## config.mk

```make
export PLATFORM = sky130hd
export DESIGN_NAME = nx_axi4s_msg_unpack
export DESIGN_NICKNAME = d
export VERILOG_FILES = /design/src/rtl/nx_axi4s_msg_unpack.sv
export SDC_FILE = /design/constraint.sdc
export NUM_CORES = 1
export LEC_CHECK = 0
export ABC_AREA = 1
export BUFFER_PORTS_ARGS = -buffer_cell sky130_fd_sc_hd__buf_2
export CAP_MARGIN = 20
export CORE_MARGIN = 3
export CORE_UTILIZATION = 53
export DETAILED_ROUTE_END_ITERATION = 10
export HOLD_SLACK_MARGIN = 0.12
export PLACE_DENSITY = 0.8
export SETUP_SLACK_MARGIN = 0.4
export SKIP_LAST_GASP = 1
export SLEW_MARGIN = 10
export SYNTH_ARGS = -nofsm -noshare
export SYNTH_HDL_FRONTEND = slang
export SYNTH_SLANG_ARGS = --single-unit
export TNS_END_PERCENT = 1
```

## constraint.sdc

```tcl
create_clock -name clk -period 3.37 [get_ports clk]
set_input_delay 0.674 -clock clk [delete_from_list [all_inputs] [get_ports clk]]
set_output_delay 0.674 -clock clk [all_outputs]
set_load 0.02 [all_outputs]
```

## src/rtl/nx_axi4s_msg_unpack.sv

```systemverilog
`default_nettype none
// +----------------------------------------------------------------------------+
// | Module   : nx_axi4s_msg_unpack                                             |
// | Function : Unpacks valid 32-bit lanes of a buffered AXI4-stream beat into   |
// |            one 31-bit Nexus message per cycle, with message/frame counters. |
// | Revision : 1.0  initial release                                            |
// +----------------------------------------------------------------------------+
module nx_axi4s_msg_unpack #(
  parameter int AXI4_DATA_WIDTH = 128,
  parameter int AXI4_STRB_WIDTH = AXI4_DATA_WIDTH/8
) (
  input  logic                       clk,
  input  logic                       rstn,
  input  logic [AXI4_DATA_WIDTH-1:0] ib_axi4s_tdata_i,
  input  logic [AXI4_STRB_WIDTH-1:0] ib_axi4s_tkeep_i,
  input  logic                       ib_axi4s_tlast_i,
  input  logic                       ib_axi4s_tvalid_i,
  output logic                       ib_axi4s_tready_o,
  output logic [30:0]                ob_nx_data_o,
  output logic                       ob_nx_last_o,
  output logic                       ob_nx_valid_o,
  input  logic                       ob_nx_ready_i,
  output logic [31:0]                msg_count_o,
  output logic [31:0]                frame_count_o,
  output logic                       err_keep_o
);

  localparam int LANES = AXI4_DATA_WIDTH/32;

  typedef enum logic [0:0] {
    S_EMPTY = 1'b0,
    S_DRAIN = 1'b1
  } state_t;

  state_t                 r_state;
  logic [LANES-1:0][30:0] r_data;
  logic [LANES-1:0]       r_mask;
  logic                   r_last;
  logic                   r_active;
  logic                   r_err;
  logic [31:0]            r_msg_cnt;
  logic [31:0]            r_frame_cnt;

  logic [LANES-1:0]       w_lane_vld;
  logic [LANES-1:0]       w_lane_part;
  logic [LANES-1:0][30:0] w_lane_msg;
  logic [LANES-1:0]       w_low;
  logic [30:0]            w_data;
  logic                   w_onehot;
  logic                   w_valid;
  logic                   w_hs;
  logic                   w_acc;
  logic                   w_tready;

  generate
    for (genvar n = 0; n < LANES; n++) begin : g_lane
      logic [3:0] w_keep;
      assign w_keep         = ib_axi4s_tkeep_i[4*n +: 4];
      assign w_lane_vld[n]  = (w_keep == 4'hF) & ib_axi4s_tdata_i[32*n+31];
      assign w_lane_part[n] = (w_keep != 4'h0) & (w_keep != 4'hF);
      assign w_lane_msg[n]  = ib_axi4s_tdata_i[32*n +: 31];
    end
  endgenerate

  // Lowest pending lane wins; scanning downward lets the last hit be the lowest.
  always_comb begin
    w_data = '0;
    w_low  = '0;
    for (int n = LANES-1; n >= 0; n--) begin
      if (r_mask[n]) begin
        w_data   = r_data[n];
        w_low    = '0;
        w_low[n] = 1'b1;
      end
    end
  end

  assign w_onehot = $onehot(r_mask);
  assign w_valid  = |r_mask;
  assign w_hs     = w_valid & ob_nx_ready_i;
  // r_active keeps tready low through reset without a path from rstn or tvalid.
  assign w_tready = r_active & ((r_state == S_EMPTY) | (w_onehot & ob_nx_ready_i));
  assign w_acc    = ib_axi4s_tvalid_i & w_tready;

  always_ff @(posedge clk) begin
    if (!rstn) begin
      r_state     <= S_EMPTY;
      r_data      <= '0;
      r_mask      <= '0;
      r_last      <= 1'b0;
      r_active    <= 1'b0;
      r_err       <= 1'b0;
      r_msg_cnt   <= '0;
      r_frame_cnt <= '0;
    end else begin
      r_active <= 1'b1;
      if (w_hs) begin
        r_mask    <= r_mask & ~w_low;
        r_msg_cnt <= r_msg_cnt + 32'd1;
      end
      if (w_acc) begin
        r_data  <= w_lane_msg;
        r_mask  <= w_lane_vld;
        r_last  <= ib_axi4s_tlast_i;
        r_state <= (|w_lane_vld) ? S_DRAIN : S_EMPTY;
        if (ib_axi4s_tlast_i) r_frame_cnt <= r_frame_cnt + 32'd1;
        if (|w_lane_part)     r_err       <= 1'b1;
      end else if (w_hs && w_onehot) begin
        r_state <= S_EMPTY;
      end
    end
  end

  assign ib_axi4s_tready_o = w_tready;
  assign ob_nx_valid_o     = w_valid;
  assign ob_nx_data_o      = w_data;
  assign ob_nx_last_o      = r_last & w_onehot;
  assign msg_count_o       = r_msg_cnt;
  assign frame_count_o     = r_frame_cnt;
  assign err_keep_o        = r_err;

endmodule
`default_nettype wire

```

Word level (Yosys, flattened, before mapping). Cells that the tools add are included.

Logic and storage cells: 68. Output and inout bits: 99. Register bits after elaboration: 196.

Reductions and logical operators: 12. Add/sub/neg operators: 5. Multiplexer cells: 14. Eq/ne operators: 9. Bitwise operators: 17.

Operators with widths (number): 2-to-1 mux 31 bit (4); adder 32 x 1 -> 32 bit (second input constant) (2); 2-to-1 mux 4 bit (6); equality test 4 bit (second input constant) (4); inequality test 4 bit (second input constant) (4); nonzero test 4 bit (4); bitwise AND 1 bit (13); OR reduction 4 bit (3); adder 1 x 1 -> 2 bit (2); bitwise AND 4 bit (1); 2-to-1 mux 1 bit (4); NOT 4 bit (1); AND reduction 2 bit (2); nonzero test 2 bit (2); adder 2 x 2 -> 3 bit (1); equality test 3 x 1 -> 1 bit (second input constant) (1); logical AND 1 bit (1); NOT 1 bit (1); OR 1 bit (1).

Longest topological paths before layout.
Word-level depth: 8. Depth in mapped cells: 16. Mapped depth without buffers: 13.

Least setup slack after synthesis. No wires, ideal clock.

Path kind: register -> output. Start point: register r_mask[0]. End point: output ib_axi4s_tready_o. Buffers on the path: 1. Slack: 0.626 ns. Cell stages (with the launch flop): 12. Arrival time: 2.070 ns. Cells stage by stage: dfxtp_1 > inv_2 > clkbuf_1 > fa_1 > inv_1 > ha_1 > ha_1 > inv_1 > nand4_1 > nand2_2 > nand2_1 > inv_1.

Cells in the longest elaborated chain, start to end: 6.

RTL lines: start, declared (line 37) `logic [LANES-1:0] r_mask;`; start signal, assigned (line 98) `r_mask <= r_mask & ~w_low;`; start signal, assigned (line 103) `r_mask <= w_lane_vld;`; adder 1 x 1 -> 2 bit (implied by the code) (line 78) `assign w_onehot = $onehot(r_mask);`; adder 2 x 2 -> 3 bit (implied by the code) (line 78); equality test 3 x 1 -> 1 bit (line 78); bitwise AND 1 bit (line 82) `assign w_tready = r_active & ((r_state == S_EMPTY) | (w_onehot & ob_nx_ready_i));`; OR 1 bit (line 82); bitwise AND 1 bit (line 82); end, declared (line 18) `output logic ib_axi4s_tready_o,`.

Every way passes these cells.

Worst setup path after layout.
Start point: register r_mask[1]. End point: output ib_axi4s_tready_o.

The elaborated chain is that of the path after synthesis.

==> impl_metrics.prom <==
# TYPE chip_impl_metric gauge
chip_impl_info{name="status",value="completed"} 1
chip_impl_info{name="largest_family_of_logic_cells_by_synthesized_area",value="simple AND/OR/NAND/NOR gates"} 1
chip_impl_metric{name="synth.lib_cells_used.distinct",unit=""} 35
chip_impl_metric{name="yosys-mux-area-fraction",unit="%"} 0
chip_impl_metric{name="core",unit="mm^2"} 0.0169
chip_impl_metric{name="path_max_fanout",unit=""} 2
chip_impl_metric{name="grt_first_pass_wirelength",unit="um"} 42200
chip_impl_metric{name="ys_seq_area_share",unit="%"} 42.2
chip_impl_metric{name="htreeDepth",unit=""} 4
chip_impl_metric{name="port_buffers",unit=""} 247
chip_impl_metric{name="maximum_resistive_drop_on_vdd",unit="mV"} 0.347
chip_impl_metric{name="synthCells",unit=""} 1352
chip_impl_metric{name="die_w",unit="um"} 138
chip_impl_metric{name="ys_seq_elements",unit=""} 196
chip_impl_metric{name="post_synth_fa_ha_maj_area_fraction",unit="%"} 1.02
chip_impl_metric{name="timing.max_cap.violations",unit=""} 0
chip_impl_info{name="cts_root_buf",value="clkbuf_16"} 1
chip_impl_metric{name="layout-drive-gt1-share",unit="%"} 20.4
chip_impl_metric{name="worst_setup_hold_path_clk_slew",unit="ns"} 0.06
chip_impl_metric{name="cts.sinks",unit=""} 196
chip_impl_metric{name="final.period_utilization",unit="%"} 87.7
chip_impl_metric{name="cts_inserted_buffers",unit=""} 17
chip_impl_metric{name="synth-compound-area-share",unit="%"} 22.2
chip_impl_info{name="synth_ff_type",value="dfxtp_1"} 1
chip_impl_info{name="hold_path.class",value="reg2reg"} 1
chip_impl_metric{name="hold_ws",unit="ns"} 0.449
chip_impl_metric{name="worst_pin_slew",unit="ns"} 0.677
chip_impl_info{name="dr.max_layer_used",value="met5"} 1
chip_impl_info{name="timing.critical_path.from_type",value="flip-flop"} 1
chip_impl_metric{name="m1WireLength",unit="um"} 11700
chip_impl_metric{name="grt_util_all_layers",unit="%"} 26.0
chip_impl_info{name="tritoncts",value="yes"} 1
chip_impl_metric{name="clock_insertion_delay_worst_skew",unit="ns"} 0.43
chip_impl_metric{name="worst_ep_required_time",unit="ns"} 2.70
chip_impl_metric{name="final-hold-violation-count",unit=""} 0
chip_impl_metric{name="post_synth_xor_area_fraction",unit="%"} 0.471
chip_impl_metric{name="arrival",unit="ns"} 2.28
chip_impl_metric{name="drt_iter0_drc",unit=""} 642
chip_impl_metric{name="ioPinCount",unit=""} 248
chip_impl_metric{name="route.antenna.remaining_nets",unit=""} 0
chip_impl_metric{name="slew_headroom",unit="%"} 54.7
chip_impl_metric{name="synth-simple-area-share",unit="%"} 23.5
chip_impl_metric{name="final.setup_skew",unit="ns"} 0.0154
chip_impl_metric{name="layout.filler_cells",unit=""} 1554
chip_impl_metric{name="dp.final_hpwl",unit="um"} 17600
chip_impl_metric{name="areaGrowthSynthToFinish",unit="%"} 20.8
chip_impl_metric{name="synth.yosys.warnings",unit=""} 0
chip_impl_info{name="unrepaired_setup_endpoints_after_global_routing",value="yes"} 1
chip_impl_metric{name="global_route.overflow_total",unit=""} 0
chip_impl_metric{name="detailedRoute.firstPassIterationCount",unit=""} 6
chip_impl_metric{name="detailroute.wirelength.met3",unit="um"} 1700
chip_impl_metric{name="number_of_antenna_violations_at_the_first_check_in_global_routing",unit=""} 2
chip_impl_metric{name="leakagePower",unit="nW"} 4.73
chip_impl_metric{name="timing.final.max_slew_violations",unit=""} 0
chip_impl_metric{name="gp_congestion",unit=""} 0.877
chip_impl_metric{name="ff_to_ff_setup_slack",unit="ns"} 0.55
chip_impl_metric{name="remaining_drc_errors",unit=""} 0
chip_impl_metric{name="first_global_vias",unit=""} 8811
chip_impl_metric{name="grt_start_max_net_pins",unit=""} 118
chip_impl_metric{name="finalNetCount",unit=""} 1715
chip_impl_metric{name="worstHoldPathCells",unit=""} 2
chip_impl_metric{name="p_per_area",unit="mW/mm^2"} 434
chip_impl_metric{name="finish_stage_setup_viols",unit=""} 0
chip_impl_metric{name="final_standard_cell_utilization_of_the_core",unit="%"} 66.5
chip_impl_metric{name="wire_length_after_detailed_routing",unit="um"} 25800
chip_impl_metric{name="synth_area_per_cell",unit="um^2"} 6.87
chip_impl_info{name="synth_largest_area_cell",value="dfxtp_1"} 1
chip_impl_metric{name="finalSetupTns",unit="ns"} 0
chip_impl_metric{name="asyncSetResetFlopFracSynth",unit="%"} 0
chip_impl_metric{name="start_util",unit="%"} 55.1
chip_impl_info{name="critical_path.endpoint_type",value="output port"} 1
chip_impl_metric{name="design.die.area",unit="mm^2"} 0.0192
chip_impl_metric{name="layout_min_cycle_time",unit="ns"} 2.96
chip_impl_metric{name="top_achievable_clock_speed",unit="GHz"} 0.338
chip_impl_metric{name="max-clock-path-buffers",unit=""} 2
chip_impl_metric{name="avgViaCountPerCell",unit=""} 5.36
chip_impl_metric{name="detailroute.via_count",unit=""} 9606
chip_impl_metric{name="die_height",unit="um"} 138
chip_impl_metric{name="mappedNetlistArea",unit="mm^2"} 0.00929
chip_impl_metric{name="detailroute.wirelength.met2",unit="um"} 12000
chip_impl_metric{name="mappedNetlistNets",unit=""} 1508
chip_impl_metric{name="row_count",unit=""} 47
chip_impl_metric{name="timing.reg2reg.worst_path_depth",unit=""} 14
chip_impl_info{name="synthTopCellsByArea",value="dfxtp_1 (42%), nand2_1 (11%), a21oi_1 (8.8%)"} 1
chip_impl_info{name="path_class",value="reg2out"} 1
chip_impl_metric{name="cts_hold_buffers",unit=""} 0
chip_impl_metric{name="drt-wirelength-per-cell",unit="um"} 14.4
chip_impl_metric{name="synth-edff-count",unit=""} 0
chip_impl_metric{name="netlist.area_leader.share",unit="%"} 42.2
==> state kept, by name (all words and copies together), names as in the netlist <==
name           count
err_keep_o         1
msg_count_o       32
frame_count_o     32
r_last             1
r_mask             4
r_data           124
r_state            1
r_active           1
==> metrics by stage <==
step           instances  instance area (um^2)  setup slack, ns  total power [W]
4_1_cts             1792                 11200            0.431          0.00490
5_1_grt             1793                 11200            0.328          0.00507
3_5_place_dp        1757                 10600            0.399          0.00298
6_report            1793                 11200            0.413          0.00487
2_1_floorplan       1352                  9290            0.626          0.00279
3_3_place_gp        1757                 10600            0.477          0.00296
==> layout by cell type (no fill, tap or decap), drive strengths merged, types with 3 or more instances in the layout <==
master and instances:
nand2 279, buf 261, dfxtp 196, inv 177
a21oi 164, nor2 159, o21ai 141, nand3 52
o211ai 32, o221ai 31, nand4 24, clkbuf 17
clkinv 8, nor3 7, ha 6, xnor2 4
clkinvlp 3
==> cells in the mapped netlist (2+ instances only) <==
cell type	instances
buf_2	10
o221ai_1	31
buf_4	8
o211ai_1	32
nor2_2	6
buf_1	4
xnor2_1	4
clkbuf_1	49
or2_2	2
inv_2	4
ha_1	6
nand3_2	3
nand2_1	278
nor2_1	152
o21ai_0	140
inv_1	170
buf_6	2
o21bai_1	2
a21oi_1	164
dfxtp_1	196
nand4_1	23
nor3_1	5
nand3_1	49
==> critical path, stage by stage (launching register included) <==
cell	delay [ns]
dfxtp_2	0.33
inv_2	0.04
fa_1	0.53
inv_1	0.05
ha_2	0.17
ha_4	0.20
inv_1	0.07
nand4_1	0.10
nand2_2	0.10
nand2_2	0.05
inv_2	0.09
buf_6	0.12
==> layout make-up <==
type	count	area (um^2)	share of cell area (%)
clock inverter	15	133	1.18
sequential	196	3930	35.0
tap	220	275	2.45
multi-input combinational	909	4420	39.4
timing repair buffer	261	1390	12.4
inverter	174	653	5.82
antenna	1	2.50	0.0223
clock buffer	17	425	3.79
==> power breakdown <==
part | total [W] | leakage (nW) | switching, W | internal (W)
clock network | 0.00194 | 0.271 | 0.000912 | 0.00102
logic | 0.000482 | 2.86 | 0.000302 | 0.000180
registers | 0.00245 | 1.60 | 0.0000326 | 0.00241
==> worst paths after layout <==
kind | endpoint | from
worst max-delay path | ib_axi4s_tready_o | r_mask[1]$_SDFFE_PN0P_
worst min-delay path | r_data[12]$_SDFFE_PN0P_ | r_data[12]$_SDFFE_PN0P_
worst max register to register | frame_count_o[2]$_SDFFE_PN0P_ | r_mask[1]$_SDFFE_PN0P_
worst min register to register | r_data[12]$_SDFFE_PN0P_ | r_data[12]$_SDFFE_PN0P_
==> cells by family after synthesis <==
kind of cell,count (synthesis)
XOR/XNOR,5
buffers and inverters,247
adder cells (fa/ha/maj),7
flip-flops,196
AO/OA/AOI/OAI,371
AND/OR/NAND/NOR,526
==> metal layers <==
layer / vias up / track usage (%)
li1: 4856 / -
met1: 4396 / 35.2
met2: 317 / 42.4
met3: 35 / 5.73
met4: 2 / 6.29
met5: - / 0
==> repair_timing <==
item                       CTS  global route
resized for setup            9             1
setup endpoints to repair    2            22
buffers inserted             3             0
pin swaps                    2             0
Note: power is estimated with default switching activity, not from simulation.
